**src/rtl/jtframe_dualram_arb_pkg.sv**
```systemverilog
// Shared types for the dual-port RAM port-0 arbiter.
// State encoding and requester index constants.
package jtframe_dualram_arb_pkg;

    typedef enum logic {
        ST_CLEAR = 1'b0,
        ST_RUN   = 1'b1
    } state_t;

    localparam logic REQ_A = 1'b0;
    localparam logic REQ_B = 1'b1;

endpackage

```
**src/rtl/jtframe_rr_arb2.sv**
```systemverilog
// Two-way round-robin grant; pointer names the side
// that wins when both sides request in the same cycle.
module jtframe_rr_arb2
    import jtframe_dualram_arb_pkg::*;
(
    input  logic       clk,
    input  logic       rst_n,
    input  logic       en,
    input  logic [1:0] req,
    output logic [1:0] gnt
);

    logic ptr;

    always_comb begin
        gnt = 2'b00;
        if (en) begin
            unique case (req)
                2'b01:   gnt = 2'b01;
                2'b10:   gnt = 2'b10;
                2'b11:   gnt = (ptr == REQ_B) ? 2'b10 : 2'b01;
                default: gnt = 2'b00;
            endcase
        end
    end

    // after any grant the other side gets priority
    always_ff @(posedge clk or negedge rst_n) begin
        if (!rst_n) begin
            ptr <= REQ_A;
        end else if (|gnt) begin
            ptr <= gnt[REQ_A] ? REQ_B : REQ_A;
        end
    end

endmodule

```
**src/rtl/jtframe_dualram_arb.sv**
```systemverilog
// Port-0 sequencer for a jtframe dual-port RAM: clear sweep
// plus round-robin sharing between requesters A and B.
module jtframe_dualram_arb
    import jtframe_dualram_arb_pkg::*;
#(
    parameter int              dw      = 8,
    parameter int              aw      = 10,
    parameter bit              CLR_EN  = 1'b1,
    parameter logic [dw-1:0]   CLR_VAL = '0
) (
    input  logic          clk,
    input  logic          rst_n,
    input  logic          clr,
    output logic          clr_busy,
    input  logic          req_a,
    input  logic          we_a,
    input  logic [aw-1:0] addr_a,
    input  logic [dw-1:0] din_a,
    output logic          ack_a,
    output logic          dok_a,
    output logic [dw-1:0] dout_a,
    input  logic          req_b,
    input  logic          we_b,
    input  logic [aw-1:0] addr_b,
    input  logic [dw-1:0] din_b,
    output logic          ack_b,
    output logic          dok_b,
    output logic [dw-1:0] dout_b,
    output logic [aw-1:0] ram_addr,
    output logic [dw-1:0] ram_data,
    output logic          ram_we,
    input  logic [dw-1:0] ram_q
);

    localparam logic [aw:0] CNT_ONE = {{aw{1'b0}}, 1'b1};

    state_t        state, state_nx;
    logic [aw:0]   cnt, cnt_nx;
    logic [aw-1:0] addr_hold;
    logic [dw-1:0] data_hold;
    logic [1:0]    gnt;
    logic          rd_a, rd_b;
    logic [dw-1:0] q_a, q_b;

    jtframe_rr_arb2 u_arb (
        .clk   (clk),
        .rst_n (rst_n),
        .en    (state == ST_RUN),
        .req   ({req_b, req_a}),
        .gnt   (gnt)
    );

    assign ack_a    = gnt[REQ_A];
    assign ack_b    = gnt[REQ_B];
    assign clr_busy = (state == ST_CLEAR);

    always_comb begin
        state_nx = state;
        cnt_nx   = cnt;
        ram_addr = addr_hold;
        ram_data = data_hold;
        ram_we   = 1'b0;
        unique case (state)
            ST_CLEAR: begin
                ram_addr = cnt[aw-1:0];
                ram_data = CLR_VAL;
                ram_we   = 1'b1;
                cnt_nx   = cnt + CNT_ONE;
                // carry into bit aw marks the last word written
                if (cnt_nx[aw]) begin
                    state_nx = ST_RUN;
                    cnt_nx   = '0;
                end
            end
            ST_RUN: begin
                if (clr) begin
                    state_nx = ST_CLEAR;
                    cnt_nx   = '0;
                end
                if (ack_a) begin
                    ram_addr = addr_a;
                    ram_data = din_a;
                    ram_we   = we_a;
                end else if (ack_b) begin
                    ram_addr = addr_b;
                    ram_data = din_b;
                    ram_we   = we_b;
                end
            end
            default: begin
                state_nx = ST_RUN;
            end
        endcase
    end

    always_ff @(posedge clk or negedge rst_n) begin
        if (!rst_n) begin
            state     <= CLR_EN ? ST_CLEAR : ST_RUN;
            cnt       <= '0;
            addr_hold <= '0;
            data_hold <= '0;
        end else begin
            state     <= state_nx;
            cnt       <= cnt_nx;
            addr_hold <= ram_addr;
            data_hold <= ram_data;
        end
    end

    // read return: RAM q is valid the cycle after the grant
    always_ff @(posedge clk or negedge rst_n) begin
        if (!rst_n) begin
            rd_a <= 1'b0;
            rd_b <= 1'b0;
            q_a  <= '0;
            q_b  <= '0;
        end else begin
            rd_a <= ack_a & ~we_a;
            rd_b <= ack_b & ~we_b;
            if (rd_a) q_a <= ram_q;
            if (rd_b) q_b <= ram_q;
        end
    end

    assign dok_a  = rd_a;
    assign dok_b  = rd_b;
    assign dout_a = rd_a ? ram_q : q_a;
    assign dout_b = rd_b ? ram_q : q_b;

endmodule

```
**config.mk**
```make
export PLATFORM = sky130hd
export DESIGN_NAME = jtframe_dualram_arb
export DESIGN_NICKNAME = d
export VERILOG_FILES = /design/src/rtl/jtframe_dualram_arb_pkg.sv /design/src/rtl/jtframe_rr_arb2.sv /design/src/rtl/jtframe_dualram_arb.sv
export SDC_FILE = /design/constraint.sdc
export NUM_CORES = 1
export LEC_CHECK = 0
export ABC_AREA = 1
export BUFFER_PORTS_ARGS = -buffer_cell sky130_fd_sc_hd__buf_2
export CORE_ASPECT_RATIO = 2
export CORE_UTILIZATION = 35
export DETAILED_ROUTE_END_ITERATION = 10
export PLACE_DENSITY_LB_ADDON = 0.15
export SETUP_SLACK_MARGIN = 0.1
export SLEW_MARGIN = 20
export SYNTH_ARGS = -nofsm -noshare
export SYNTH_HDL_FRONTEND = slang
export SYNTH_SLANG_ARGS = --single-unit
export TNS_END_PERCENT = 100
```
**constraint.sdc**
```tcl
create_clock -name clk -period 1.95 [get_ports clk]
set_input_delay 0.4875 -clock clk [delete_from_list [all_inputs] [get_ports clk]]
set_output_delay 0.4875 -clock clk [all_outputs]
set_load 0.01 [all_outputs]
```
==> flow_metrics.py, run 1 <==
metrics = {
    "status": {
        "status": "finished, violations left",
        "violations": "negative setup slack",
    },
    "pwr": {
        "p_switching_w": 0.000988,
        "p_per_area_nw_per_um2": 917,
        "seq_power_share": 0.441,
        "intPower_w": 0.00209,
        "totalPowerFinal_w": 0.00308,
        "switching_share": 0.321,
        "combPwrFrac": 0.280,
        "clock_power_share": 0.279,
        "p_leak_nw": 1.90,
        "vdd_drop_max_mv": 0.632,
    },
    "synth": {
        "synth_fa_ha_area_frac": 0.00517,
        "synth_compound_area_frac": 0.119,
        "synth_top_family_by_area": "simple AND/OR/NAND/NOR gates",
        "synth_seq_area_share": 0.496,
        "ys_ff_latch": 48,
        "syn_avg_cell_area_sq_um": 9.31,
        "synth_fp_nets": 312,
        "yosys_warnings": 0,
        "netlist_area_sq_um": 2420,
        "syn_inst": 260,
        "synthSimpleGateAreaFrac": 0.197,
        "yosysUniqueCellTypes": 31,
        "synthMuxAreaShare": 0.0786,
        "synth-xor-area-share": 0.00724,
    },
    "sta": {
        "drv_slew": 0,
        "timing.fmax_mhz": 487,
        "relSlewSlack": 0.695,
        "grt_setup_unrepaired": "true",
        "skew_ns": 0.00540,
        "timing.final.ws_setup_ns": -0.102,
        "finalSetupViolations": 17,
        "fin_crit_ns": 2.05,
        "hold_viol": 0,
        "hold_ws_ns": 0.142,
        "tightest_slew_ns": 0.457,
        "period_share": 1.05,
        "finalSetupTns_ns": -1.29,
    },
    "clock_tree": {
        "numCtsBuffers": 5,
        "clk_pin_slew_ns": 0.07,
        "cts_buffer_depth": 2,
        "worstSkewPairLatency_ns": 0.29,
        "cts_tree": "done",
        "cts-htree-levels": 2,
        "cts.sinks": 48,
        "cts-root-buf": "clkbuf_16",
    },
    "global_route": {
        "grt_max_degree": 21,
        "grtUsageMet1": 0.191,
        "met3_usage": 0.0399,
        "grt_pass1_wl_microns": 10000,
        "antenna_found_initial": 0,
        "gr-total-overflow": 0,
        "busiest_layer": "met2",
        "grt_usage": 0.188,
        "grt_use_met2": 0.356,
        "grt_pass1_vias": 2231,
    },
    "worst_setup_path": {
        "startpoint_type": "flop",
        "worst-r2r-setup-slack_ns": 0.40,
        "crit_required_ns": 1.46,
        "critPathMaxFanout": 7,
        "crit_arrival_ns": 1.56,
        "end_kind": "output pin",
        "reg2reg_from": "cnt[0]",
        "timing.rr.end": "cnt[7]",
        "worstSetupPathType": "flop to output pin",
        "reg2regPathDepth": 6,
    },
    "detailed_routing": {
        "routed_via_density": 4.71,
        "wirelength_microns": 6520,
        "drt_iter0_drc": 67,
        "first_pass_iters": 4,
        "antenna_left": 0,
        "route.vias.total": 2153,
        "wire_per_inst_microns": 14.3,
        "drc": 0,
    },
    "floorplan": {
        "coreArea_sq_um": 6670,
        "die_w_microns": 60.8,
        "rows": 42,
        "start_util": 0.363,
        "fp.dieArea_sq_um": 7270,
        "ios": 91,
        "die-height_microns": 120,
    },
    "placement": {
        "globalplace.congestion": 0.796,
        "portBuffers": 90,
        "hpwl_microns": 4840,
    },
    "final_layout": {
        "layout-drive-gt1-share": 0.469,
        "synthToLayoutAreaGrowth_pct": 38.8,
        "utilization": 0.503,
        "antenna_cells": 0,
        "layout.nets": 420,
    },
    "job": {
        "cap_violations": 0,
    },
    "min_path": {
        "hp-class": "primary input to async pin",
    },
}
-- how the worst max path moves through the flow --
stage                   start          end  depth (start not counted)
finish              u_arb.ptr  ram_addr[7]                          7
global route        u_arb.ptr  ram_addr[0]                          8
CTS                     state  ram_data[6]                          8
detailed placement      req_b  ram_addr[2]                          8
global placement        req_b  ram_addr[4]                          8
floorplan               req_b  ram_addr[9]                          6
-- power by group through the flow --
stage	Sequential, W	Combinational, W	Clock (W)
2_1_floorplan	0.00132	0.000567	0
3_3_place_gp	0.00137	0.000830	0
3_5_place_dp	0.00138	0.000844	0
4_1_cts	0.00136	0.000862	0.000892
5_1_grt	0.00139	0.000978	0.000928
6_report	0.00136	0.000862	0.000860
-- logic make-up after synthesis --
logic type	after synthesis
and+or+nand+nor	106
xor gates and xnor gates	2
DFF	48
muxes	17
adders and majority gates	1
buffers and inverters	46
AOI/OAI and AO/OA	40
-- registers in the layout, summed over array words and instances (netlist names) --
register and count:
cnt 10, q_b 8, dok_b 1, state 1, data_hold 8, addr_hold 10, dok_a 1, u_arb.ptr 1
q_a 8
-- timing repair --
item / in CTS / in global routing
hold buffers: 0 / 0
setup endpoints to repair: 35 / 19
pin swaps: 1 / 0
buffers inserted: 3 / 0
gates resized for setup: 21 / 14
cloned: 1 / 1
endpoints found under the hold margin: 0 / 0
-- final cells by class --
class / instances / area [sq um]
fill: 660 / 3310
sequential: 48 / 1200
multi-input combinational: 168 / 1100
timing repair buffer: 111 / 667
clock buffer: 8 / 146
inverter: 34 / 130
tap: 88 / 110
-- per-layer routing --
metal	routed length, microns	vias up
met5	0	-
met4	90	0
met3	268	5
met2	3770	62
met1	2390	1029
li1	-	1057
-- Yosys cell counts --
cell type / instances / area share
nand3_2: 1 / 0.0041
buf_4: 2 / 0.0062
a21oi_1: 2 / 0.0041
o21ai_1: 2 / 0.0041
buf_8: 1 / 0.0062
xor2_1: 2 / 0.0072
o22ai_1: 9 / 0.023
ha_1: 1 / 0.0052
nand3_1: 16 / 0.033
mux2i_1: 1 / 0.0041
buf_6: 5 / 0.023
nand2_1: 70 / 0.11
nand4_1: 3 / 0.0078
o211ai_2: 7 / 0.036
o21bai_1: 2 / 0.0062
nor2_1: 6 / 0.0093
o21ai_0: 15 / 0.031
nand2_4: 2 / 0.0093
or2_0: 2 / 0.0052
a22o_1: 1 / 0.0036
inv_2: 2 / 0.0031
buf_2: 4 / 0.0083
nand2_2: 1 / 0.0026
mux2_2: 16 / 0.074
nor2_4: 2 / 0.0093
a32o_1: 1 / 0.0041
a21oi_4: 1 / 0.0067
or2_2: 2 / 0.0052
nor2_2: 1 / 0.0026
inv_1: 32 / 0.050
dfrtp_1: 48 / 0.50
-- cell usage in the layout, fill, tap and decap left out, types with 2 or more instances in the layout --
cell type,instances
nand2_4,3
nor2_1,6
buf_4,15
o21bai_1,2
nand4_1,3
clkbuf_1,2
nor2_4,2
mux2_2,16
or2_0,2
o22ai_1,9
xor2_1,2
inv_1,28
clkbuf_16,5
buf_6,7
o21ai_1,4
nand2_8,3
nand3_1,9
dfrtp_1,45
nand3_2,7
o211ai_2,7
buf_12,2
nand2_2,3
or2_2,2
buf_2,87
nand2_1,66
inv_2,5
dfrtp_2,3
o21ai_0,13
-- through the flow --
step                cell area (sq um)  std cells  setup WS, ns
floorplan                        2420        260         0.288
global placement                 3040        444       -0.0725
detailed placement               3040        444        -0.110
CTS                              3280        456        -0.115
global route                     3360        457        -0.196
finish                           3360        457        -0.102
-- critical path, cell delays in order, from the launching register on --
cell,delay [ns]
dfrtp_1,0.41
nand2_2,0.10
nand3_4,0.08
buf_12,0.15
or2_2,0.26
nand3_1,0.08
nand2_1,0.06
buf_2,0.14
Power figures use the tool's default switching activity.
==> run 2, diff against run 1 <==
Settings changed: SETUP_SLACK_MARGIN 0.1 to 0.2.
==> flow_metrics.py, run 2 (same netlist as run 1, synthesis figures left out) <==
metrics = {
    "status": {
        "status": "finished, violations left",
        "violations": "negative setup slack",
    },
    "global_route": {
        "grt_usage": 0.193,
        "grt_max_degree": 21,
        "gr-total-overflow": 0,
        "grt_pass1_vias": 2256,
        "grt_pass1_wl_microns": 10200,
        "antenna_found_initial": 0,
    },
    "pwr": {
        "clock_power_share": 0.273,
        "p_per_area_nw_per_um2": 882,
        "p_leak_nw": 1.97,
        "p_switching_w": 0.00100,
        "intPower_w": 0.00215,
        "switching_share": 0.318,
        "combPwrFrac": 0.294,
        "seq_power_share": 0.433,
        "vdd_drop_max_mv": 0.633,
    },
    "detailed_routing": {
        "antenna_left": 0,
        "first_pass_iters": 4,
        "drc": 0,
        "route.vias.total": 2187,
        "routed_via_density": 4.71,
        "wirelength_microns": 6760,
        "drt_iter0_drc": 53,
        "wire_per_inst_microns": 14.6,
    },
    "placement": {
        "dpl_cell_area_sq_um": 3040,
        "globalplace.congestion": 0.796,
        "hpwl_microns": 4840,
        "portBuffers": 90,
    },
    "worst_setup_path": {
        "crit_slowest_cell": "dfrtp_2",
        "crit_top_cell": "nand2_1",
        "startpoint_type": "flop",
        "slowest_delay_ns": 0.44,
        "crit_chain": "nand2_4 -> a21oi_4 -> buf_6 -> nand2_1 -> nand2_1 -> o21ai_1 -> inv_1 -> buf_2",
        "critPathMaxFanout": 9,
        "crit_arrival_ns": 1.58,
        "worstSetupPathType": "flop to output pin",
        "crit_required_ns": 1.46,
        "end_kind": "output pin",
        "critPathBufInv": 3,
        "cp_top_family": "flip-flops",
    },
    "sta": {
        "timing.fmax_mhz": 485,
        "relSlewSlack": 0.694,
        "drv_slew": 0,
        "skew_ns": 0.00482,
        "tightest_slew_ns": 0.458,
        "hold_viol": 0,
        "period_share": 1.06,
        "grt_setup_unrepaired": "true",
        "finalSetupViolations": 19,
        "fin_crit_ns": 2.06,
        "hold_ws_ns": 0.143,
        "timing.final.ws_setup_ns": -0.113,
    },
    "clock_tree": {
        "cts-htree-levels": 2,
        "cts_buffer_depth": 2,
        "cts.sinks": 48,
        "worstSkewPairLatency_ns": 0.29,
        "cts_hold_buf": 0,
        "cts_tree": "done",
        "numCtsBuffers": 5,
        "clk_pin_slew_ns": 0.06,
        "cts-root-buf": "clkbuf_16",
    },
    "min_path": {
        "hp-class": "primary input to async pin",
    },
    "final_layout": {
        "stdcell_area_sq_um": 3570,
        "antenna_cells": 0,
        "layout-drive-gt1-share": 0.473,
        "ff_latch_area_sq_um": 1200,
        "layout_commonest_cell": "buf_2",
        "synthToLayoutAreaGrowth_pct": 47.4,
        "fill_cells": 632,
        "top_regs": "addr_hold: 10 flops, cnt: 10 flops",
        "layout_common_cells": "buf_2 (71), nand2_1 (68), dfrtp_1 (45)",
        "multiInputGateArea_sq_um": 1140,
        "layout.nets": 427,
    },
    "job": {
        "cap_violations": 0,
    },
    "floorplan": {
        "fp.dieArea_sq_um": 7270,
        "coreArea_sq_um": 6670,
        "ios": 91,
        "die_w_microns": 60.8,
        "rows": 42,
        "start_util": 0.363,
        "die-height_microns": 120,
    },
}
## run 2: cell types whose count changed in the layout (fill, tap and decap cells not counted), sizes merged
cell and change:
buf +7
## run 2: worst paths after layout
path	start	end	slack [ns]	depth (start not counted)
setup / recovery	state	ram_addr[6]	-0.11	8
hold / removal	rst_n	addr_hold[5]	0.14	1
setup reg to reg	cnt[0]	cnt[7]	0.38	6
hold reg to reg	q_b[6]	q_b[6]	0.50	1
max in group asynchronous	rst_n	dok_b	1.19	2
min in group clk	we_a	dok_a	0.36	2
## run 2: stage by stage
| step | utilization | setup TNS (ns) | std cells | total power [W] | setup slack (ns) |
|---|---|---|---|---|---|
| floorplan | - | 0 | 260 | 0.00189 | 0.288 |
| global placement | 0.455 | -0.529 | 444 | 0.00220 | -0.0725 |
| detailed placement | 0.455 | -1.05 | 444 | 0.00222 | -0.110 |
| CTS | 0.514 | -1.42 | 461 | 0.00315 | -0.115 |
| global route | 0.535 | -3.15 | 464 | 0.00336 | -0.207 |
| finish | 0.535 | -1.48 | 464 | 0.00315 | -0.113 |
## run 2: layout make-up
class,count,area share
sequential,48,0.338
multi-input combinational,168,0.320
timing repair buffer,118,0.233
clock buffer,8,0.0410
inverter,34,0.0372
tap,88,0.0309
## run 2: power by group through the flow
stage | clock network, W | logic, W | registers (W)
4_1_cts | 0.000892 | 0.000897 | 0.00136
3_5_place_dp | 0 | 0.000844 | 0.00138
2_1_floorplan | 0 | 0.000567 | 0.00132
5_1_grt | 0.000928 | 0.00104 | 0.00139
6_report | 0.000860 | 0.000925 | 0.00136
3_3_place_gp | 0 | 0.000830 | 0.00137
## run 2: worst register-to-register path, stage by stage (launching register included)
cell and delay [ns]:
dfrtp_1 0.54, ha_1 0.23, nand2_1 0.12, nor2_2 0.17, nand4_1 0.11, nand2_1 0.18
o21ai_1 0.10
## run 2: routing by layer
metal	global-route usage	vias to the layer above	wire, microns
li1	-	1079	-
met1	0.194	1047	2480
met2	0.370	56	3910
met4	0.0639	0	92
met5	0	-	0
met3	0.0399	5	274
## run 2: repair_timing
action	in CTS	in global routing
endpoints found under the setup margin	38	38
setup buffers	8	2
gates cloned	1	1
pin swaps	1	0
resized for setup	48	28
